**config.mk**
```make
export PLATFORM = sky130hd
export DESIGN_NAME = apb_cmd_master
export DESIGN_NICKNAME = d
export VERILOG_FILES = /design/src/rtl/apb_cmd_master_pkg.sv /design/src/rtl/apb_wait_timer.sv /design/src/rtl/apb_cmd_master.sv
export SDC_FILE = /design/constraint.sdc
export NUM_CORES = 1
export LEC_CHECK = 0
export ABC_AREA = 0
export CAP_MARGIN = 20
export CORE_ASPECT_RATIO = 2
export CORE_MARGIN = 2
export CORE_UTILIZATION = 41
export CTS_BUF_LIST = sky130_fd_sc_hd__clkbuf_4
export DETAILED_ROUTE_END_ITERATION = 8
export PLACE_DENSITY = 0.79
export SLEW_MARGIN = 5
export SYNTH_ARGS = -nofsm -noshare
export SYNTH_HDL_FRONTEND = slang
export SYNTH_SLANG_ARGS = --single-unit
export TNS_END_PERCENT = 50
```
**constraint.sdc**
```tcl
create_clock -name PCLK -period 2.55 [get_ports PCLK]
set_clock_uncertainty 0.2 [all_clocks]
set_input_delay 0.51 -clock PCLK [delete_from_list [all_inputs] [get_ports PCLK]]
set_output_delay 0.51 -clock PCLK [all_outputs]
set_load 0.1 [all_outputs]
```
**src/rtl/apb_cmd_master_pkg.sv**
```systemverilog
// Shared definitions for the APB command master: bus data width, FSM state
// encodings and the UART bridge register map.
package apb_cmd_master_pkg;

    localparam int APB_DATA_WIDTH = 32;

    typedef enum logic [2:0] {
        ST_IDLE   = 3'd0,
        ST_SETUP  = 3'd1,
        ST_ACCESS = 3'd2,
        ST_ERROR  = 3'd3,
        ST_RESP   = 3'd4
    } apb_state_e;

    localparam logic [3:0] REG_DATA    = 4'h0;
    localparam logic [3:0] REG_STATE   = 4'h4;
    localparam logic [3:0] REG_CNTRL   = 4'h8;
    localparam logic [3:0] REG_BAUDDIV = 4'hC;

endpackage

```
**src/rtl/apb_wait_timer.sv**
```systemverilog
// Saturating ACCESS wait-state counter; expired flags the last permitted
// wait cycle (count == TIMEOUT-1).
module apb_wait_timer #(
    parameter int TIMEOUT = 256
) (
    input  logic PCLK,
    input  logic PRESETn,
    input  logic clear,
    input  logic enable,
    output logic expired
);

    localparam int CW = (TIMEOUT > 2) ? $clog2(TIMEOUT) : 1;
    localparam logic [CW-1:0] LAST = CW'(TIMEOUT - 1);

    logic [CW-1:0] count_r;

    // Count wait cycles; clear has priority and the count never wraps past LAST.
    always_ff @(posedge PCLK) begin
        if (!PRESETn) begin
            count_r <= {CW{1'b0}};
        end else if (clear) begin
            count_r <= {CW{1'b0}};
        end else if (enable && (count_r != LAST)) begin
            count_r <= count_r + CW'(1);
        end else begin
            count_r <= count_r;
        end
    end

    assign expired = (count_r == LAST);

endmodule

```
**src/rtl/apb_cmd_master.sv**
```systemverilog
// APB requester: converts a valid/ready command stream into SETUP/ACCESS
// transfers and returns one response per command, aborting stalled accesses.
module apb_cmd_master
    import apb_cmd_master_pkg::*;
#(
    parameter int ADDR_WIDTH = 4,
    parameter int DATA_WIDTH = APB_DATA_WIDTH,
    parameter int TIMEOUT    = 256
) (
    input  logic                  PCLK,
    input  logic                  PRESETn,
    input  logic                  cmd_valid,
    output logic                  cmd_ready,
    input  logic                  cmd_write,
    input  logic [ADDR_WIDTH-1:0] cmd_addr,
    input  logic [DATA_WIDTH-1:0] cmd_wdata,
    output logic                  rsp_valid,
    input  logic                  rsp_ready,
    output logic [DATA_WIDTH-1:0] rsp_rdata,
    output logic                  rsp_err,
    output logic                  PSEL,
    output logic                  PENABLE,
    output logic                  PWRITE,
    output logic [ADDR_WIDTH-1:0] PADDR,
    output logic [DATA_WIDTH-1:0] PWDATA,
    input  logic [DATA_WIDTH-1:0] PRDATA,
    input  logic                  PREADY
);

    apb_state_e state_r;
    logic       timer_clear_s;
    logic       timer_en_s;
    logic       timer_expired_s;

    // Command acceptance: always in IDLE, and in RESP only as the response drains.
    always_comb begin
        cmd_ready = 1'b0;
        if (state_r == ST_IDLE) begin
            cmd_ready = 1'b1;
        end else if (state_r == ST_RESP) begin
            cmd_ready = rsp_ready;
        end else begin
            cmd_ready = 1'b0;
        end
    end

    // Wait timer control: cleared in SETUP, advanced on each stalled ACCESS cycle.
    always_comb begin
        timer_clear_s = 1'b0;
        timer_en_s    = 1'b0;
        if (state_r == ST_SETUP) begin
            timer_clear_s = 1'b1;
        end else if (state_r == ST_ACCESS) begin
            timer_en_s = ~PREADY;
        end else begin
            timer_clear_s = 1'b0;
        end
    end

    apb_wait_timer #(
        .TIMEOUT (TIMEOUT)
    ) u_wait_timer (
        .PCLK    (PCLK),
        .PRESETn (PRESETn),
        .clear   (timer_clear_s),
        .enable  (timer_en_s),
        .expired (timer_expired_s)
    );

    // Transfer FSM with all bus and response outputs registered.
    always_ff @(posedge PCLK) begin
        if (!PRESETn) begin
            state_r   <= ST_IDLE;
            PSEL      <= 1'b0;
            PENABLE   <= 1'b0;
            PWRITE    <= 1'b0;
            PADDR     <= {ADDR_WIDTH{1'b0}};
            PWDATA    <= {DATA_WIDTH{1'b0}};
            rsp_valid <= 1'b0;
            rsp_rdata <= {DATA_WIDTH{1'b0}};
            rsp_err   <= 1'b0;
        end else begin
            case (state_r)
                ST_IDLE: begin
                    if (cmd_valid) begin
                        PWRITE  <= cmd_write;
                        PADDR   <= cmd_addr;
                        PWDATA  <= cmd_wdata;
                        PSEL    <= 1'b1;
                        PENABLE <= 1'b0;
                        state_r <= ST_SETUP;
                    end else begin
                        state_r <= ST_IDLE;
                    end
                end
                ST_SETUP: begin
                    PENABLE <= 1'b1;
                    state_r <= ST_ACCESS;
                end
                ST_ACCESS: begin
                    if (PREADY) begin
                        PSEL      <= 1'b0;
                        PENABLE   <= 1'b0;
                        rsp_valid <= 1'b1;
                        rsp_rdata <= PWRITE ? {DATA_WIDTH{1'b0}} : PRDATA;
                        rsp_err   <= 1'b0;
                        state_r   <= ST_RESP;
                    end else if (timer_expired_s) begin
                        // Abort: PSEL and PENABLE fall together so the completer resets.
                        PSEL      <= 1'b0;
                        PENABLE   <= 1'b0;
                        rsp_valid <= 1'b1;
                        rsp_rdata <= {DATA_WIDTH{1'b0}};
                        rsp_err   <= 1'b1;
                        state_r   <= ST_RESP;
                    end else begin
                        state_r <= ST_ACCESS;
                    end
                end
                ST_RESP: begin
                    if (rsp_ready) begin
                        rsp_valid <= 1'b0;
                        if (cmd_valid) begin
                            PWRITE  <= cmd_write;
                            PADDR   <= cmd_addr;
                            PWDATA  <= cmd_wdata;
                            PSEL    <= 1'b1;
                            PENABLE <= 1'b0;
                            state_r <= ST_SETUP;
                        end else begin
                            state_r <= ST_IDLE;
                        end
                    end else begin
                        state_r <= ST_RESP;
                    end
                end
                default: begin
                    PSEL      <= 1'b0;
                    PENABLE   <= 1'b0;
                    rsp_valid <= 1'b0;
                    state_r   <= ST_IDLE;
                end
            endcase
        end
    end

endmodule
```
## Yosys cells after proc, flatten, opt, wreduce, memory -nomap -nowiden

Cells that the tools add are included.

| storage, ports and cells | value |
|---|---|
| flip-flop bits (word level) | 84 |
| input bits | 74 |
| logic and storage cells | 68 |

| cells by class | value |
|---|---|
| $add $sub $neg | 1 |
| equality and inequality tests | 7 |
| muxes and demuxes | 35 |
| bitwise operators | 4 |
| reduce and logical (&&, ||, !) cells | 11 |

Operator list:

| operator | number |
|---|---|
| $mux 32 | 5 |
| $pmux 32 s2 | 1 |
| $mux 1 | 18 |
| $pmux 3 s4 | 1 |
| $mux 3 | 3 |
| $add 8x1->8 const B | 1 |
| $eq 8x8->1 const B | 1 |
| $mux 4 | 2 |
| $ne 8x8->1 const B | 1 |
| $pmux 1 s4 | 2 |
| $pmux 4 s2 | 1 |
| $reduce_and 2->1 | 3 |
| $reduce_and 3->1 | 2 |
| $not 1->1 | 4 |
| $reduce_bool 2->1 | 2 |
| $reduce_or 2->1 | 2 |
| $eq 3x1->1 const B | 1 |
| $eq 3x2->1 const B | 1 |
| $eq 3x3->1 const B | 1 |
| $logic_not 3->1 | 1 |
| $ne 3x3->1 const B | 1 |
| $pmux 1 s3 | 1 |
| $ne 2x2->1 const B | 1 |
| $pmux 1 s2 | 1 |
| $logic_and 1x1->1 | 1 |

## Logic depth before layout (Yosys ltp)

| depth | value |
|---|---|
| word-level depth | 4 |
| gate-level depth with buffers | 7 |

## Cells and area by module

Synthesis repeated with hierarchy kept, for this count alone.

| unflattened totals | value |
|---|---|
| cell total of the unflattened synthesis | 421 |
| area total of the unflattened synthesis | 3659.8 µm² |

By module, submodules not included:

| module | instances | cells each | area an instance (µm²) | seq. area each (µm²) |
|---|---|---|---|---|
| apb_cmd_master | 1 | 371 | 3236.9 | 1521.5 |
| apb_wait_timer | 1 | 50 | 422.9 | 160.2 |

## Least setup slack after synthesis

OpenSTA, ideal clock, no wires.

| path | value |
|---|---|
| path type | in2out |
| from | input rsp_ready |
| to | output cmd_ready |
| data arrival time | 1.419 ns |
| data required time | 1.840 ns |
| slack | 0.421 ns |
| stages on the path | 2 |
| path through | nand2b_1 -> and2_1 |

| between the ends | value |
|---|---|
| cells in the longest elaborated chain, start to end | 2 |

RTL lines:

| what | RTL line | RTL |
|---|---|---|
| start: declaration | apb_cmd_master.sv:18 | `input logic rsp_ready,` |
| $mux 1 | apb_cmd_master.sv:40 | `end else if (state_r == ST_RESP) begin` |
| $mux 1 | apb_cmd_master.sv:38 | `if (state_r == ST_IDLE) begin` |
| end: declaration | apb_cmd_master.sv:13 | `output logic cmd_ready,` |

Every way passes these cells.

## Final worst setup path

Ends and elaborated chain as after synthesis.

==> metrics.md <==
| Metric | Value |
|---|---|
| HP Class | `reg -> reg` |
| Syn Std Cell Area | `approximately 3000 um2` |
| Setup bufs post-CTS | `0` |
| Core region area | `approximately 7200 um2` |
| Vias in the first global route | `around 2,700` |
| # DRC | `0` |
| Final setup viols | `0` |
| Fin Hold WS | `approximately 260 ps` |
| Netlist cell types | `38` |
| Filler Cell Count | `608` |
| Antenna-violating nets left | `0` |
| Power share of the combinational group | `0.267` |
| Sequential share of power | `0.483` |
| Clock share of power | `0.250` |
| GP Congestion | `roughly 0.80` |
| Yosys warnings | `0` |
| Largest net degree at the start of global routing | `38` |
| Routed vias/inst | `between 4 and 5` |
| CTS root buf | `clkbuf_4` |
| Most numerous cell in the Yosys netlist | `dfxtp_1` |
| Final #Nets | `541` |
| Initial antenna violation count | `0` |
| P_leak | `1.91 nW` |
| Clock sinks | `84` |
| First-pass GRT wire length | `between 10,000 and 15,000 um` |
| Routed WL | `roughly 7600 um` |
| CTS H-tree lvls | `3` |
| Synth Net Count | `about 400` |
| Routed length per instance | `roughly 13 um` |
| Die W | `approximately 64 um` |
| Max-slew headroom | `0.616` |
| Total vias in the final route | `roughly 2,800` |
| Crit Path Max Fanout | `5` |
| Critical Path Start Type | `input pin` |
| DP Worst Slack | `between 200 and 250 ps` |
| Final setup margin | `~280 ps` |
| Synth Flop Type | `dfxtp_1` |
| PortBufs | `roughly 150` |
| Drt first pass iters | `4` |
| Layout cells sized above 1 | `0.211` |
| Post-synthesis sequential area ratio | `0.563` |
| Placed cell count | `between 500 and 600` |
| Slew @ Worst Pin | `about 570 ps` |
| Hold buffer count at cts | `0` |
| Slew Viols, Final | `0` |
| Yosys reg bits | `84` |
| Critical path class | `in -> out` |
| Worst-path clk slew | `between 100 and 150 ps` |
| Avg Inst Size Synth | `just over 9 um2` |
| HPWL after detailed placement | `5540 um` |
| Area grow syn2layout | `52.2%` |
| Critical Path AT | `1560 ps` |
| CTS tree | `built` |
| Post-synth top cells | `dfxtp_1 (84), nand2_1 (80), a21oi_1 (41)` |
| Cells after synthesis | `320` |
| Max Cap Violations | `0` |
| Ports | `about 150` |
| DRT iter0 DRCs | `approximately 160` |
| Internal power | `about 1.9 mW` |
| Hold Violations, Final | `0` |
| Run status | `complete, no violations` |
| Power Total | `just under 3 mW` |
| Row count | `44` |
| RSZ-0062 raised after global routing | `no` |
| Number of flops mapped to enable cells by yosys | `0` |
| Critical Path RT | `approximately 1800 ps` |
| Die ar. | `around 8000 um2` |
| NetSw | `just under 1 mW` |
| Clk buf depth | `2` |
| Pwr Density | `about 640 nW/um2` |
| Worst vdd ir | `0.394 mV` |
| GRT Util Overall | `0.198` |
| Sw frac | `0.343` |
| Top cell type's share of synthesized area | `0.563` |
| GRT overflow | `0` |
| Fin cells | `562` |
| Starting density of the core | `0.417` |
| Synth top area cells | `dfxtp_1 (56%), nand2_1 (10%), a22o_1 (9.4%)` |
| Worst-Skew Late Latency | `between 400 and 500 ps` |
| PostCTS Resize Cnt | `0` |
| Die Y | `roughly 120 um` |
| Setup TNS | `0 ps` |
| CP endpoint kind | `output port` |
| Final period utilization | `0.888` |
| Fraction of registers with async set/reset | `0` |
| Leading area contributor after synthesis | `dfxtp_1` |
| Post-layout min period | `between 2000 and 2500 ps` |
| Max frequency | `441 MHz` |
| N_diodes | `0` |
| CTS buffer count | `9` |
[power groups by stage]
stage | Sequential (mW) | Clock [mW] | Combinational, mW
floorplan | 1.80 | 0 | 0.151
global placement | 1.43 | 0 | 0.774
detailed placement | 1.43 | 0 | 0.777
CTS | 1.40 | 0.753 | 0.778
global route | 1.41 | 0.806 | 0.813
finish | 1.40 | 0.723 | 0.773
[routing by layer]
layer  GRT usage  wire, um  vias to the layer above
met5           0         0                        -
met1       0.246      3200                     1236
met2       0.300      3390                      126
met4      0.0901       114                        0
met3      0.0786       867                        6
li1            -         -                     1409
[stage by stage]
stage                      util  cell area (um2)
after floorplan               -             2990
after global placement    0.617             4420
after detailed placement  0.617             4420
after CTS                 0.635             4550
after global routing      0.635             4550
final                     0.635             4550
[layout by cell type (no fill, tap or decap), types with 3 or more instances in the layout]
| cell | count |
|---|---|
| dfxtp_1 | 84 |
| nand2_1 | 80 |
| buf_4 | 76 |
| clkdlybuf4s50_1 | 73 |
| a21oi_1 | 40 |
| a22o_1 | 32 |
| clkbuf_4 | 10 |
| nor2_1 | 9 |
| o211ai_1 | 6 |
| buf_12 | 5 |
| nand3_1 | 4 |
| inv_1 | 4 |
| nand2b_1 | 3 |
| and2_1 | 3 |
| and3_1 | 3 |
| nor3_1 | 3 |
[state kept, by name (all words and copies together) (netlist names)]
signal and count:
PWRITE 1, rsp_rdata 32, rsp_valid 1, PENABLE 1, PWDATA 32, PSEL 1
rsp_err 1, PADDR 4, state_r 3, u_wait_timer.count_r 8
[final timing paths]
| kind | slack [ps] | depth (start not counted) | to | start |
|---|---|---|---|---|
| worst min-delay path | 260 | 2 | PWDATA[7] | PWDATA[7] |
| worst max register to register | 580 | 5 | PSEL | u_wait_timer.count_r[0] |
| worst max-delay path | 280 | 4 | cmd_ready | rsp_ready |
| worst min register to register | 260 | 2 | PWDATA[7] | PWDATA[7] |
[critical path, cell delays in order]
cell	delay, ps
clkdlybuf4s50_1	480
nand2b_1	190
and2_1	190
buf_12	180
[area by class of cell]
type | count | area [um2] | share of cell area
clock buffer | 10 | 75.1 | 0.0165
inverter | 5 | 18.8 | 0.00413
timing repair buffer | 154 | 1400 | 0.308
clock inverter | 5 | 53.8 | 0.0118
sequential | 84 | 1680 | 0.370
tap | 92 | 115 | 0.0253
multi-input combinational | 212 | 1200 | 0.264
[cells by family (layout without fill, tap and decap cells)]
group                      Yosys count  in the layout  share of synthesized area
and+or+nand+nor                    115            115                      0.171
AOI/OAI and AO/OA                   91             91                      0.208
DFF                                 84             84                      0.563
buffers and inverters               24            174                     0.0381
xor gates and xnor gates             3              3                    0.00880
muxes                                2              2                    0.00670
adders and majority gates            1              1                    0.00419
(Power assumes the default switching activity.)
